**config.mk**
```make
export PLATFORM = sky130hd
export DESIGN_NAME = fifo_rd_stream
export DESIGN_NICKNAME = d
export VERILOG_FILES = /design/src/rtl/fifo_rd_pkg.sv /design/src/rtl/fifo_rd_skid.sv /design/src/rtl/fifo_rd_stream.sv
export SDC_FILE = /design/constraint.sdc
export NUM_CORES = 1
export LEC_CHECK = 0
export ABC_AREA = 1
export ABC_CLOCK_PERIOD_IN_PS = 1880
export CORE_ASPECT_RATIO = 1.4
export CORE_MARGIN = 2
export CORE_UTILIZATION = 45
export CTS_CLUSTER_SIZE = 40
export DETAILED_ROUTE_END_ITERATION = 6
export GPL_ROUTABILITY_DRIVEN = 0
export PLACE_DENSITY = 0.85
export SLEW_MARGIN = 20
export SYNTH_ARGS = -nofsm -noshare
export SYNTH_HDL_FRONTEND = slang
export SYNTH_HIERARCHICAL = 1
export SYNTH_SLANG_ARGS = --single-unit
```
**constraint.sdc**
```tcl
create_clock -name r_clk -period 1.88 [get_ports r_clk]
set_input_delay 0.282 -clock r_clk [delete_from_list [all_inputs] [get_ports r_clk]]
set_output_delay 0.282 -clock r_clk [all_outputs]
set_load 0.03 [all_outputs]
```
**src/rtl/fifo_rd_pkg.sv**
```systemverilog
// -----------------------------------------------------------------------------
// fifo_rd_pkg
//   Shared types and constants for the FIFO read-side drain stage:
//     rd_state_e : control state (RUN / PAUSE / FLUSH)
//     BUF_DEPTH  : depth of the output buffer (2 entries)
//     occ_t      : buffer occupancy (0..2)
// -----------------------------------------------------------------------------
package fifo_rd_pkg;

  typedef enum logic [1:0] {
    ST_RUN   = 2'd0,
    ST_PAUSE = 2'd1,
    ST_FLUSH = 2'd2
  } rd_state_e;

  localparam int unsigned BUF_DEPTH = 2;

  typedef logic [1:0] occ_t;

  localparam occ_t OCC_EMPTY = occ_t'(0);
  localparam occ_t OCC_ONE   = occ_t'(1);
  localparam occ_t OCC_FULL  = occ_t'(BUF_DEPTH);

endpackage

```
**src/rtl/fifo_rd_skid.sv**
```systemverilog
// -----------------------------------------------------------------------------
// fifo_rd_skid
//   Two-entry in-order buffer (head/tail registers plus occupancy count).
//   Ports:
//     clk, rst_n         : clock, asynchronous active-low reset
//     push, push_data    : write a word into the tail (ignored when full)
//     retire             : drop the head word (ignored when empty)
//     clear              : invalidate both entries (wins over push/retire)
//     head_data          : oldest buffered word (registered)
//     head_valid         : buffer is non-empty
//     cnt                : current occupancy, 0..2
// -----------------------------------------------------------------------------
module fifo_rd_skid
  import fifo_rd_pkg::*;
#(
  parameter int unsigned DATA = 128
) (
  input  logic            clk,
  input  logic            rst_n,
  input  logic            push,
  input  logic [DATA-1:0] push_data,
  input  logic            retire,
  input  logic            clear,
  output logic [DATA-1:0] head_data,
  output logic            head_valid,
  output occ_t            cnt
);

  logic [DATA-1:0] head_q, head_d;
  logic [DATA-1:0] tail_q, tail_d;
  occ_t            cnt_q, cnt_d;
  logic            push_ok;
  logic            retire_ok;

  always_comb begin
    head_d    = head_q;
    tail_d    = tail_q;
    cnt_d     = cnt_q;
    push_ok   = push && (cnt_q < OCC_FULL);
    retire_ok = retire && (cnt_q != OCC_EMPTY);

    if (clear) begin
      cnt_d = OCC_EMPTY;
    end else begin
      case (cnt_q)
        OCC_EMPTY: begin
          if (push_ok) begin
            head_d = push_data;
            cnt_d  = OCC_ONE;
          end
        end
        OCC_ONE: begin
          if (push_ok && retire_ok) begin
            // Head leaves while the new word arrives: it becomes the head
            // directly, occupancy stays at one.
            head_d = push_data;
          end else if (push_ok) begin
            tail_d = push_data;
            cnt_d  = OCC_FULL;
          end else if (retire_ok) begin
            cnt_d = OCC_EMPTY;
          end
        end
        default: begin
          // Full: only a retire can happen; tail shifts into the head.
          if (retire_ok) begin
            head_d = tail_q;
            cnt_d  = OCC_ONE;
          end
        end
      endcase
    end
  end

  always_ff @(posedge clk or negedge rst_n) begin
    if (!rst_n) begin
      head_q <= '0;
      tail_q <= '0;
      cnt_q  <= OCC_EMPTY;
    end else begin
      head_q <= head_d;
      tail_q <= tail_d;
      cnt_q  <= cnt_d;
    end
  end

  assign head_data  = head_q;
  assign head_valid = (cnt_q != OCC_EMPTY);
  assign cnt        = cnt_q;

endmodule

```
**src/rtl/fifo_rd_stream.sv**
```systemverilog
// -----------------------------------------------------------------------------
// fifo_rd_stream
//   Read-domain drain stage behind an asynchronous FIFO. Pops the FIFO and
//   presents the words on a valid/ready stream through a 2-entry buffer, at
//   up to one word per cycle. r_en depends only on registered state, the
//   buffer count and r_empty, so m_ready never reaches the FIFO combinationally.
//   Ports:
//     r_clk, r_rst_n   : read clock, asynchronous active-low reset
//     r_empty, rdata   : FIFO empty flag and current read word
//     r_en             : FIFO pop request
//     pause            : stop popping (buffered words still drain)
//     flush            : discard buffered words, drain FIFO silently
//     m_valid, m_ready : output stream handshake
//     m_data           : output stream word
//     beat_cnt         : accepted-beat counter (only with FIFO_RD_STATS_EN)
//   Build option:
//     FIFO_RD_STATS_EN : adds the beat_cnt port and its counter register.
// -----------------------------------------------------------------------------
module fifo_rd_stream
  import fifo_rd_pkg::*;
#(
  parameter int unsigned DATA  = 128,
  parameter int unsigned CNT_W = 32
) (
  input  logic             r_clk,
  input  logic             r_rst_n,
  input  logic             r_empty,
  input  logic [DATA-1:0]  rdata,
  output logic             r_en,
  input  logic             pause,
  input  logic             flush,
  output logic             m_valid,
  input  logic             m_ready,
  output logic [DATA-1:0]  m_data
`ifdef FIFO_RD_STATS_EN
  ,
  output logic [CNT_W-1:0] beat_cnt
`endif
);

  rd_state_e       state_q, state_d;
  logic            alive_q, alive_d;
  occ_t            buf_cnt;
  logic            buf_valid;
  logic [DATA-1:0] buf_head;
  logic            pop;
  logic            push;
  logic            retire;
  logic            clear;

  // ---------------------------------------------------------------------------
  // Control state: flush > pause > run, re-evaluated every cycle.
  // ---------------------------------------------------------------------------
  always_comb begin
    state_d = ST_RUN;
    if (flush) begin
      state_d = ST_FLUSH;
    end else if (pause) begin
      state_d = ST_PAUSE;
    end
  end

  // alive_q is low while reset is asserted (and for the first cycle after),
  // so r_en drops immediately on an asynchronous reset even though it is
  // otherwise decoded from r_empty, which does not depend on our reset.
  assign alive_d = 1'b1;

  always_ff @(posedge r_clk or negedge r_rst_n) begin
    if (!r_rst_n) begin
      state_q <= ST_RUN;
      alive_q <= 1'b0;
    end else begin
      state_q <= state_d;
      alive_q <= alive_d;
    end
  end

  // ---------------------------------------------------------------------------
  // Pop / push / retire decode
  // ---------------------------------------------------------------------------
  always_comb begin
    pop = 1'b0;
    if (alive_q) begin
      case (state_q)
        ST_RUN:   pop = !r_empty && (buf_cnt < OCC_FULL);
        ST_FLUSH: pop = !r_empty;
        default:  pop = 1'b0;
      endcase
    end
  end

  // Words popped while flushing are dropped; only RUN pops enter the buffer.
  assign push    = pop && (state_q == ST_RUN);
  assign clear   = (state_q == ST_FLUSH);
  assign m_valid = buf_valid && (state_q != ST_FLUSH);
  assign retire  = m_valid && m_ready;
  assign r_en    = pop;
  assign m_data  = buf_head;

  fifo_rd_skid #(
    .DATA (DATA)
  ) u_skid (
    .clk        (r_clk),
    .rst_n      (r_rst_n),
    .push       (push),
    .push_data  (rdata),
    .retire     (retire),
    .clear      (clear),
    .head_data  (buf_head),
    .head_valid (buf_valid),
    .cnt        (buf_cnt)
  );

  // ---------------------------------------------------------------------------
  // Optional accepted-beat counter. m_valid is already low in FLUSH, so the
  // counter naturally holds there. Wraps modulo 2^CNT_W.
  // ---------------------------------------------------------------------------
`ifdef FIFO_RD_STATS_EN
  logic [CNT_W-1:0] beat_cnt_q, beat_cnt_d;

  always_comb begin
    beat_cnt_d = beat_cnt_q;
    if (retire) begin
      beat_cnt_d = beat_cnt_q + CNT_W'(1);
    end
  end

  always_ff @(posedge r_clk or negedge r_rst_n) begin
    if (!r_rst_n) begin
      beat_cnt_q <= '0;
    end else begin
      beat_cnt_q <= beat_cnt_d;
    end
  end

  assign beat_cnt = beat_cnt_q;
`else
  // Counter absent; this keeps CNT_W referenced so the parameter list is the
  // same in both builds.
  logic [CNT_W-1:0] unused_beat_cnt;
  assign unused_beat_cnt = '0;
`endif

endmodule

```
## After elaboration in Yosys (flattened, before gate mapping)

Cells that the tools add are included.

| cells by class | value |
|---|---|
| bitwise gates (word level) | 2 |
| multiplexer cells | 15 |
| order comparisons | 1 |
| reductions and logical operators | 16 |
| eq/ne operators | 8 |

Operator list:

| cell | number |
|---|---|
| two-way mux 128 bit | 3 |
| one-hot mux 128 bit (2 select lines) | 1 |
| two-way mux 2 bit | 7 |
| AND reduction 4 bit | 3 |
| logical AND 1 bit | 7 |
| logical NOT 2 bit | 2 |
| inequality test 2 x 1 -> 1 bit (second input constant) | 2 |
| inequality test 4 x 2 -> 1 bit (second input constant) | 1 |
| one-hot mux 2 bit (2 select lines) | 1 |
| nonzero test 4 bit | 1 |
| inequality test 3 x 2 -> 1 bit (second input constant) | 1 |
| inequality test 3 bit (second input constant) | 1 |
| nonzero test 3 bit | 1 |
| == test 2 x 1 -> 1 bit (second input constant) | 1 |
| == test 2 bit (second input constant) | 1 |
| < comparator 2 bit (second input constant) | 1 |
| two-way mux 1 bit | 2 |
| inequality test 2 bit (second input constant) | 1 |
| inverter 1 bit | 2 |
| one-hot mux 1 bit (2 select lines) | 1 |
| nonzero test 2 bit | 1 |
| logical NOT 1 bit | 1 |

| word-level totals | value |
|---|---|
| input bits | 134 |
| output and inout port bits | 130 |
| flip-flop bits (word level) | 261 |
| word-level logic and storage cells | 47 |

## Longest topological paths before layout

| logic depth | value |
|---|---|
| depth in word-level cells | 10 |
| mapped depth | 12 |
| depth with buffers taken out | 11 |

## By module

Netlist, hierarchy kept.

Modules (own cells, without submodules):

| module | cells each | area each (um^2) | sequential area each (um^2) | instances |
|---|---|---|---|---|
| fifo_rd_skid | 1263 | 10948.0 | 6456.2 | 1 |
| fifo_rd_stream | 18 | 150.1 | 75.1 | 1 |

## Least setup slack after synthesis

OpenSTA, ideal clock, no wires.

| timing | value |
|---|---|
| kind | reg2reg |
| start point | register u_skid.cnt_q[1], in the netlist u_skid/cnt[1] |
| end point | register u_skid.head_q[123], in the netlist u_skid/head_data[123] |
| path slack | -0.135 ns |
| path buffers | 3 |
| cell stages (with the launch flop) | 13 |
| arrival | 1.894 ns |
| clock period less this slack | 2.015 ns |
| cell sequence | dfrtp_1 -> inv_2 -> clkbuf_1 -> nand2_1 -> inv_1 -> nor3_2 -> inv_1 -> nand2_1 -> nand3b_4 -> buf_6 -> buf_2 -> nand2_1 -> o21ai_2 |

| on the way | value |
|---|---|
| elaborated cells on any way between the ends | 18 |
| classes of those cells | order compare (1); eq/ne (3); mux (3); reduce/logical (11) |

RTL lines:

| element | line | source |
|---|---|---|
| start: declaration | fifo_rd_skid.sv:31 | `occ_t cnt_q, cnt_d;` |
| start signal: assignment | fifo_rd_skid.sv:83 | `cnt_q <= cnt_d;` |
| nonzero test 2 bit (*) | fifo_rd_skid.sv:88 | `assign head_valid = (cnt_q != OCC_EMPTY);` |
| named net buf_valid | fifo_rd_stream.sv:44 | `logic buf_valid;` |
| logical AND 1 bit (*) | fifo_rd_stream.sv:95 | `assign m_valid = buf_valid && (state_q != ST_FLUSH);` |
| logical AND 1 bit (*) | fifo_rd_stream.sv:96 | `assign retire = m_valid && m_ready;` |
| named net retire | fifo_rd_stream.sv:48 | `logic retire;` |
| logical AND 1 bit (*) | fifo_rd_skid.sv:40 | `retire_ok = retire && (cnt_q != OCC_EMPTY);` |
| logical AND 1 bit | fifo_rd_skid.sv:53 | `if (push_ok && retire_ok) begin` |
| inequality test 2 x 1 -> 1 bit (no line) | - |  |
| AND reduction 4 bit (no line) (*) | - |  |
| end signal: assignment | fifo_rd_skid.sv:77 | `head_q <= '0;` |
| end signal: assignment | fifo_rd_skid.sv:81 | `head_q <= head_d;` |
| end: declaration | fifo_rd_skid.sv:29 | `logic [DATA-1:0] head_q, head_d;` |

The timed path passes the listed nets; every way through them passes the cells marked *.
A chain may end at the register's enable or synchronous reset.

## Worst setup path in the final report

| timing | value |
|---|---|
| start point | register u_skid.head_q[106], in the netlist u_skid/head_data[106] |
| end point | output m_data[106] |

RTL lines:

| element | line | source |
|---|---|---|
| end: declaration | fifo_rd_stream.sv:34 | `output logic [DATA-1:0] m_data` |

No word-level cell between the ends.

==> results_dict.tcl <==
set metrics [dict create \
    routed-via-count 9583 \
    synth_warnings 6 \
    worstSetupStartpointType "flip-flop" \
    ir_drop_uv 958 \
    cp_max_fo 2 \
    cts_tree "built" \
    cp.arrival_ns 1.58 \
    ys_types 22 \
    cp_slowest_cell "clkdlybuf4s50_1" \
    drtIter0Drc 733 \
    seq_area_frac_synth 0.589 \
    max_stage_delay_ns 0.68 \
    synthesis.nets 1415 \
    clk_pin_slew_worst_paths_ns 0.07 \
    critPathKind "reg -> out" \
    timing_hold_violations_final 0 \
    clock_sinks 261 \
    max_freq_ghz 0.536 \
    clock_skew_ns 0.0162 \
    fill_cells 1936 \
    die_area_um2 26000 \
    htreeDepth 1 \
    firstDrtPassIters 5 \
    grt_overflow_total 0 \
    clk_path_buf_depth 3 \
    initial_core_util 0.454 \
    layout_setup_ws_ns 0.0153 \
    clock_latency_ns 0.53 \
    stdcell_area_um2 15200 \
    rsz0062_at_grt "true" \
    p_leak_nw 8.14 \
    rows 68 \
    period_share 0.992 \
    slew_headroom 0.658 \
    place_hpwl_um 18000 \
    grt_pass1_wl_um 44900 \
    maxCapViolCount 0 \
    track_usage 0.214 \
    finalSetupViolCount 0 \
    grt_pass1_vias 9037 \
    syn2layout_area_growth_pct 36.5 \
    dp_slack_ns -0.230 \
    placed_area_um2 14000 \
    die_w_um 137 \
    final_cell_mix "nand2_1, dfrtp_1, o21ai_0" \
    port_buffers 263 \
    grt_max_degree 138 \
    core_um2 24400 \
    critPathBufInv 1 \
    io_pins 264 \
    ff_latch_area_um2 6530 \
    worst_pin_slew_ns 0.513 \
    drc 0 \
    route.antenna.remaining_nets 0 \
    finalWirelength_um 30800 \
    endpoint_kind "output pin" \
    p_total_w 0.0234 \
    ys_seq_elements 261 \
    wl_per_cell_um 16.6 \
    final_common_cell "nand2_1" \
    period_minus_slack_ns 1.86 \
    syn_inst 1281 \
    ctsRootBufferMaster "clkbuf_16" \
    multi_input_area_um2 3630 \
    avgSynthCellArea_um2 8.66 \
    antenna_found_initial 4 \
    slew_violations 0 \
    cp.required_ns 1.60 \
    hp-class "in -> reg" \
    cts_buffers 25 \
    num-nets-final 1657 \
    status "completed" \
    drive_gt1_frac 0.0726 \
    vias_per_cell 5.15 \
    p_per_area_nw_per_um2 1550 \
    path_cells "clkdlybuf4s50_1" \
    netlist_area_um2 11100 \
    timing.hold.ws_ns 0.257 \
    floorplan.die.height_um 190 \
    crit_family "buffers and inverters" \
]
## layout make-up
type / count / area share
sequential: 261 / 0.431
multi-input combinational: 798 / 0.240
timing repair buffer: 299 / 0.217
clock buffer: 34 / 0.0462
inverter: 138 / 0.0345
tap: 315 / 0.0260
clock inverter: 12 / 0.00520
antenna: 3 / 0.000495
## cells in the mapped netlist, drive strengths merged
cell,n,area (µm²)
clkbuf,25,93.8
nand3b,1,20.0
nand3,2,15.0
nor2,7,38.8
nand2,395,1480
nor3,1,10.0
nand4,1,6.26
buf,59,402
inv,138,518
conb,1,3.75
dfrtp,261,6530
o21ai,386,1950
o31ai,1,7.51
a21oi,3,18.8
## state kept, by name, indices dropped and copies added (netlist names)
| signal | count |
|---|---|
| u_skid/tail_q | 128 |
| u_skid/cnt | 2 |
| state_q | 2 |
| u_skid/head_data | 128 |
| alive_q | 1 |
## cells by family after synthesis
kind of cell / Yosys count / synth area share
simple gates: 407 / 0.142
compound gates: 390 / 0.178
flops: 261 / 0.589
buf+inv: 222 / 0.0913
other cells: 1 / 0.000338
## report_power, final
part	internal, W	switching (W)	leakage [nW]
combinational	0.00349	0.00537	4.43
clock	0.00263	0.00217	0.380
sequential	0.00823	0.00154	3.33
total	0.0144	0.00908	8.14
## path summary, 6_finish.rpt
| path | slack, ns | cells after the start | from | end |
|---|---|---|---|---|
| worst max-delay path | 0.02 | 1 | u_skid/head_data[106] | m_data[106] |
| worst min-delay path | 0.26 | 1 | flush | state_q[1] |
| max in group asynchronous | 0.93 | 3 | r_rst_n | u_skid/tail_q[55] |
| min in group asynchronous | 0.28 | 2 | r_rst_n | u_skid/head_data[10] |
| worst max register to register | 0.02 | 10 | u_skid/cnt[0] | u_skid/head_data[2] |
| worst min register to register | 0.48 | 2 | u_skid/tail_q[118] | u_skid/tail_q[118] |
## layer usage
layer | GRT usage | share of wire
met1 | 0.269 | 0.39
met2 | 0.356 | 0.50
met3 | 0.0320 | 0.054
met4 | 0.109 | 0.049
met5 | 0 | 0.00042
## through the flow
| stage | util | cells | setup TNS (ns) |
|---|---|---|---|
| 3_5_place_dp | 0.572 | 1798 | -38.25 |
| 4_1_cts | 0.605 | 1846 | -0.0409 |
| 6_report | 0.621 | 1860 | 0 |
| 2_1_floorplan | - | 1281 | 0 |
| 3_3_place_gp | 0.572 | 1798 | -37.87 |
| 5_1_grt | 0.620 | 1859 | -4.68 |
## timing repair
item | CTS | global route
gates cloned | 1 | 10
buffers inserted | 0 | 1
resized for setup | 50 | 69
pin swaps | 0 | 3
hold endpoints to repair | 43 | 0
setup endpoints to repair | 50 | 242
hold buffers | 1 | 0
Power figures use the tool's default switching activity.
